[src/rtl/floor_scroller_pkg.sv]
// Shared definitions for the floor playfield: screen geometry, initial layout,
// scroller FSM encoding and helpers for the packed 3x10-bit renderer buses.
package floor_scroller_pkg;

    localparam int SCREEN_W   = 640;
    localparam int SCREEN_H   = 480;
    localparam int NUM_FLOORS = 3;
    localparam int COORD_W    = 10;
    localparam int INIT_GAP_W = 64;

    typedef logic [COORD_W-1:0]            coord_t;
    typedef logic [NUM_FLOORS*COORD_W-1:0] floor_bus_t;

    typedef enum logic [2:0] {
        ST_IDLE,
        ST_MOVE0,
        ST_MOVE1,
        ST_MOVE2,
        ST_DONE
    } state_e;

    // Floors start evenly spaced, floor0 highest on screen.
    function automatic coord_t init_y(input int idx, input int spacing);
        return coord_t'((idx + 1) * spacing);
    endfunction

    function automatic coord_t init_gap_pos(input int idx);
        case (idx)
            0:       return coord_t'(64);
            1:       return coord_t'(288);
            default: return coord_t'(448);
        endcase
    endfunction

    // Renderer bus packing: floor0 in the low field.
    function automatic floor_bus_t pack3(input coord_t f0, input coord_t f1, input coord_t f2);
        return {f2, f1, f0};
    endfunction

endpackage

[src/rtl/floor_scroller_gap_lfsr.sv]
// Free-running 16-bit Fibonacci LFSR (taps 16,14,13,11) supplying the random
// gap position and width selector for respawned floors.
module gap_lfsr #(
    parameter logic [15:0] SEED = 16'hACE1
) (
    input  logic       clk,
    input  logic       rst,
    input  logic       en_i,
    output logic [8:0] pos_o,
    output logic [3:0] width_sel_o
);

    logic [15:0] lfsr_q;
    logic [15:0] lfsr_d;
    logic        feedback;

    always_comb begin
        feedback = lfsr_q[15] ^ lfsr_q[13] ^ lfsr_q[12] ^ lfsr_q[10];
        lfsr_d   = en_i ? {lfsr_q[14:0], feedback} : lfsr_q;
    end

    // A maximal-length sequence from a non-zero seed never reaches all-zeros.
    always_ff @(posedge clk) begin
        if (rst) lfsr_q <= SEED;
        else     lfsr_q <= lfsr_d;
    end

    assign pos_o       = lfsr_q[8:0];
    assign width_sel_o = lfsr_q[13:10];

endmodule

[src/rtl/floor_scroller.sv]
// Scrolls the three floors upward once per frame, one floor per cycle, and
// respawns a floor at the bottom with a random gap when it leaves the top.
module floor_scroller
    import floor_scroller_pkg::*;
#(
    parameter int          FLOOR_SPACING = 160,
    parameter int          MIN_GAP       = 48,
    parameter logic [15:0] LFSR_SEED     = 16'hACE1
) (
    input  logic        clk,
    input  logic        rst,
    input  logic        frame_tick,
    input  logic        run,
    input  logic        restart,
    input  logic [2:0]  speed,
    output logic [29:0] yPos,
    output logic [29:0] gapsPos,
    output logic [29:0] gapsWidth,
    output logic        busy,
    output logic        step_done,
    output logic        floor_wrap
);

    localparam coord_t SPAN = coord_t'(NUM_FLOORS * FLOOR_SPACING);

    state_e     state_q, state_d;
    logic [2:0] spd_q, spd_d;
    coord_t     y_q    [NUM_FLOORS];
    coord_t     y_d    [NUM_FLOORS];
    coord_t     gpos_q [NUM_FLOORS];
    coord_t     gpos_d [NUM_FLOORS];
    coord_t     gw_q   [NUM_FLOORS];
    coord_t     gw_d   [NUM_FLOORS];
    logic       wrap_q, wrap_d;

    logic [8:0] rnd_pos;
    logic [3:0] rnd_wsel;
    logic [1:0] move_idx;
    logic       move_en;
    coord_t     cur_y;
    coord_t     spd_ext;

    gap_lfsr #(.SEED(LFSR_SEED)) u_lfsr (
        .clk         (clk),
        .rst         (rst),
        .en_i        (1'b1),
        .pos_o       (rnd_pos),
        .width_sel_o (rnd_wsel)
    );

    // One shared update datapath; the MOVE state selects which floor it serves.
    always_comb begin
        move_idx = 2'd0;
        move_en  = 1'b0;
        case (state_q)
            ST_MOVE0: begin move_idx = 2'd0; move_en = 1'b1; end
            ST_MOVE1: begin move_idx = 2'd1; move_en = 1'b1; end
            ST_MOVE2: begin move_idx = 2'd2; move_en = 1'b1; end
            default:  ;
        endcase
    end

    assign cur_y   = y_q[move_idx];
    assign spd_ext = {7'd0, spd_q};

    // NOTE: every always_comb output gets a default first so no path leaves a
    // variable unassigned, which would otherwise infer a latch.
    always_comb begin
        state_d = state_q;
        spd_d   = spd_q;
        y_d     = y_q;
        gpos_d  = gpos_q;
        gw_d    = gw_q;
        wrap_d  = 1'b0;

        case (state_q)
            ST_IDLE: begin
                if (frame_tick && run) begin
                    state_d = ST_MOVE0;
                    spd_d   = speed;
                end
            end
            ST_MOVE0: state_d = ST_MOVE1;
            ST_MOVE1: state_d = ST_MOVE2;
            ST_MOVE2: state_d = ST_DONE;
            default:  state_d = ST_IDLE;
        endcase

        if (move_en) begin
            if (cur_y >= spd_ext) begin
                y_d[move_idx] = cur_y - spd_ext;
            end else begin
                // Wrapped value is at most 479, and the widest gap ends at 619 < 640.
                y_d[move_idx]    = cur_y + SPAN - spd_ext;
                gpos_d[move_idx] = {1'b0, rnd_pos};
                gw_d[move_idx]   = coord_t'(MIN_GAP) + {4'd0, rnd_wsel, 2'b00};
                wrap_d           = 1'b1;
            end
        end

        if (restart) begin
            state_d = ST_IDLE;
            wrap_d  = 1'b0;
            for (int i = 0; i < NUM_FLOORS; i++) begin
                y_d[i]    = init_y(i, FLOOR_SPACING);
                gpos_d[i] = init_gap_pos(i);
                gw_d[i]   = coord_t'(INIT_GAP_W);
            end
        end
    end

    // NOTE: state registers use non-blocking assignments so every register
    // samples the pre-edge values, independent of statement order.
    always_ff @(posedge clk) begin
        if (rst) begin
            state_q <= ST_IDLE;
            spd_q   <= 3'd0;
            wrap_q  <= 1'b0;
            for (int i = 0; i < NUM_FLOORS; i++) begin
                y_q[i]    <= init_y(i, FLOOR_SPACING);
                gpos_q[i] <= init_gap_pos(i);
                gw_q[i]   <= coord_t'(INIT_GAP_W);
            end
        end else begin
            state_q <= state_d;
            spd_q   <= spd_d;
            wrap_q  <= wrap_d;
            y_q     <= y_d;
            gpos_q  <= gpos_d;
            gw_q    <= gw_d;
        end
    end

    assign yPos       = pack3(y_q[0], y_q[1], y_q[2]);
    assign gapsPos    = pack3(gpos_q[0], gpos_q[1], gpos_q[2]);
    assign gapsWidth  = pack3(gw_q[0], gw_q[1], gw_q[2]);
    assign busy       = (state_q != ST_IDLE);
    assign step_done  = (state_q == ST_DONE);
    assign floor_wrap = wrap_q;

endmodule

[config.mk]
export PLATFORM = sky130hd
export DESIGN_NAME = floor_scroller
export DESIGN_NICKNAME = d
export VERILOG_FILES = /design/src/rtl/floor_scroller_pkg.sv /design/src/rtl/floor_scroller_gap_lfsr.sv /design/src/rtl/floor_scroller.sv
export SDC_FILE = /design/constraint.sdc
export NUM_CORES = 1
export LEC_CHECK = 0
export ABC_AREA = 1
export BUFFER_PORTS_ARGS = -buffer_cell sky130_fd_sc_hd__buf_4
export CORE_MARGIN = 10
export CORE_UTILIZATION = 35
export DETAILED_ROUTE_END_ITERATION = 6
export GPL_TIMING_DRIVEN = 0
export SYNTH_ARGS = -nofsm -noshare
export SYNTH_HDL_FRONTEND = slang
export SYNTH_SLANG_ARGS = --single-unit
[constraint.sdc]
create_clock -name clk -period 5.5 [get_ports clk]
set_input_delay 0.55 -clock clk [delete_from_list [all_inputs] [get_ports clk]]
set_output_delay 0.55 -clock clk [all_outputs]
set_load 0.005 [all_outputs]
==> impl_metrics.env <==
export IMPL_dp_final_hpwl_um=9813
export IMPL_final_cells=896
export IMPL_fp_dieW_um=132.8
export IMPL_setup_tns_ns=0
export IMPL_diodes=0
export IMPL_vdd_ir_drop_max_mv=0.1296
export IMPL_drtIter0Drc=262
export IMPL_antenna_found_initial=0
export IMPL_fmax_mhz=273.1
export IMPL_setup_viol=0
export IMPL_path_clk_slew_ns=0.07
export IMPL_ys_warn_count=0
export IMPL_rsz0062_at_grt="no"
export IMPL_chipHeight_um=132.8
export IMPL_area_growth_pct=26.43
export IMPL_cts_setup_buffers=0
export IMPL_clock_latency_ns=0.34
export IMPL_critical_path_endpoint_type="flip-flop"
export IMPL_synthArstFlopShare_pct=0
export IMPL_ys_flop_type="dfxtp_1"
export IMPL_io_pins=101
export IMPL_hold_viol_final=0
export IMPL_netlist_area_um2=4456
export IMPL_synth_seq_cells=95
export IMPL_fill_cells=1309
export IMPL_die_area_um2=17640
export IMPL_critPathKind="reg -> reg"
export IMPL_synth_cell_types=38
export IMPL_grt_max_degree=18
export IMPL_vias=4089
export IMPL_cts_hold_buf=0
export IMPL_min_path_type="reg -> reg"
export IMPL_arrival_ns=3.95
export IMPL_yosysTopAreaCellShare_pct=42.68
export IMPL_drc=0
export IMPL_critPathMaxFanout=10
export IMPL_post_synth_top_count_cell="nor2_1"
export IMPL_slew_headroom_pct=56.76
export IMPL_required_ns=5.79
export IMPL_cap_violations=0
export IMPL_netlist_top_cells_count="nor2_1, dfxtp_1, nand2_1"
export IMPL_synth_edf_count=0
export IMPL_outcome="completed"
export IMPL_startpoint_type="flip-flop"
export IMPL_io_buffers=82
export IMPL_syn_area_per_cell_um2=7.316
export IMPL_period_share_pct=66.59
export IMPL_yosysTopAreaCell="dfxtp_1"
export IMPL_grt_pass1_wl_um=20440
export IMPL_netlist_instances=609
export IMPL_placedCellCount=880
export IMPL_drtPass1Iterations=7
export IMPL_layout_nets=744
export IMPL_ant_nets=0
export IMPL_synth_seq_area_share_pct=42.68
export IMPL_p_per_area_nw_per_um2=258.8
export IMPL_cts_sinks=95
export IMPL_cts_root_buffer="clkbuf_16"
export IMPL_grt_usage_pct=14.30
export IMPL_gr_total_overflow=0
export IMPL_h_tree_depth=3
export IMPL_routedWlPerCell_um=14.36
export IMPL_tritoncts="yes"
export IMPL_finalPower_uw=1458
export IMPL_numCtsBuffers=9
export IMPL_synth_area_leaders="dfxtp_1, nor2_1, nand2_1"
export IMPL_grt_pass1_vias=3959
export IMPL_via_per_inst=4.564
export IMPL_fin_crit_ns=3.662
export IMPL_drive_gt1_share_pct=21.13
export IMPL_hold_ws_ns=0.4094
export IMPL_drv_slew=0
export IMPL_rows=41
export IMPL_gp_congestion=0.8862
export IMPL_p_leak_uw=0.002688
export IMPL_finClkSkew_ns=0.006437
export IMPL_cts_resized=0
export IMPL_cts_max_path_buffers=2
export IMPL_start_util_pct=35.45
export IMPL_core_area_um2=12570
export IMPL_wl_um=12870
export IMPL_worst_slew_pin_slew_ns=0.6486
==> cell usage in the layout, fill, tap and decap left out, types with 4 or more instances in the layout <==
cell type / count
a21oi_1: 30
buf_6: 4
nand3_1: 44
nand2_1: 95
o21ai_1: 4
o21ai_0: 41
conb_1: 18
nor2_1: 106
ha_1: 16
or2_2: 5
buf_4: 100
xor2_1: 7
buf_2: 4
inv_1: 72
nand4_1: 8
dfxtp_1: 95
inv_2: 8
clkbuf_16: 9
nor2_2: 6
clkbuf_1: 12
==> logic make-up after synthesis <==
logic type	Yosys count	synth area share (%)
buffers and inverters	120	12.41
AOI/OAI and AO/OA	91	11.51
xor gates and xnor gates	9	1.769
DFF	95	42.68
other	1	0.08417
adders and majority gates	17	4.942
and+or+nand+nor	276	26.59
==> worst max-delay path, cell delays in order (launching register included) <==
cell and delay (ns):
dfxtp_1 0.31, buf_6 0.13, nor2_2 0.32, nand2_4 0.20, inv_2 0.24, buf_1 0.51
nand2_1 0.10, o221ai_1 0.12, ha_1 0.25, inv_1 0.08, ha_1 0.22, ha_1 0.19
inv_1 0.05, nand2_1 0.08, nand3_1 0.08, nand2_1 0.09, nand2_1 0.09, nand2_1 0.08
nand2_1 0.06, nand2_1 0.04, nor2_1 0.08, nand2_1 0.06, nand3_1 0.10, nand2_1 0.06
inv_1 0.06
==> power by group <==
group	internal, µW	switching, µW
clock	315	282
combinational	58.1	94.0
sequential	699	9.79
total	1070	386
==> flip-flops by register name, summed over array words and instances (netlist names) <==
name           cells
yPos              30
spd_q              3
state_q            3
floor_wrap         1
gapsWidth         15
gapsPos           27
u_lfsr.lfsr_q     16
==> per-stage QoR <==
stage	worst slack [ns]	area, µm²	utilization [%]
floorplan	2.691	4519	-
detailed placement	1.882	5350	42.57
finish	1.838	5633	44.82
CTS	1.847	5633	44.82
global route	1.474	5633	44.82
global placement	1.847	5350	42.57
==> layout make-up <==
class | instances | area (µm²) | share of cell area (%)
multi-input cells | 411 | 2064 | 36.65
clock buffers | 10 | 229.0 | 4.065
plain buffers | 40 | 252.7 | 4.487
inverters | 80 | 300.3 | 5.331
repair buffers | 82 | 615.6 | 10.93
flip-flops and latches | 95 | 1902 | 33.76
well taps | 172 | 215.2 | 3.821
clock inverters | 6 | 53.80 | 0.9551
==> path summary, 6_finish.rpt <==
kind / slack (ns) / endpoint / cells past startpoint / from
worst max-delay path: 1.84 / yPos[17] / 24 / state_q[0]
worst min register to register: 0.41 / u_lfsr.lfsr_q[10] / 1 / u_lfsr.lfsr_q[9]
worst max register to register: 1.84 / yPos[17] / 24 / state_q[0]
worst min-delay path: 0.41 / u_lfsr.lfsr_q[10] / 1 / u_lfsr.lfsr_q[9]
==> metal layers <==
layer,vias to the layer above,GRT usage (%),wire length (µm)
li1,2115,-,-
met1,1829,16.02,5407
met2,120,25.21,6213
met3,25,4.088,946
met4,0,5.012,301
met5,-,0,0
Note: power is estimated with default switching activity, not from simulation.
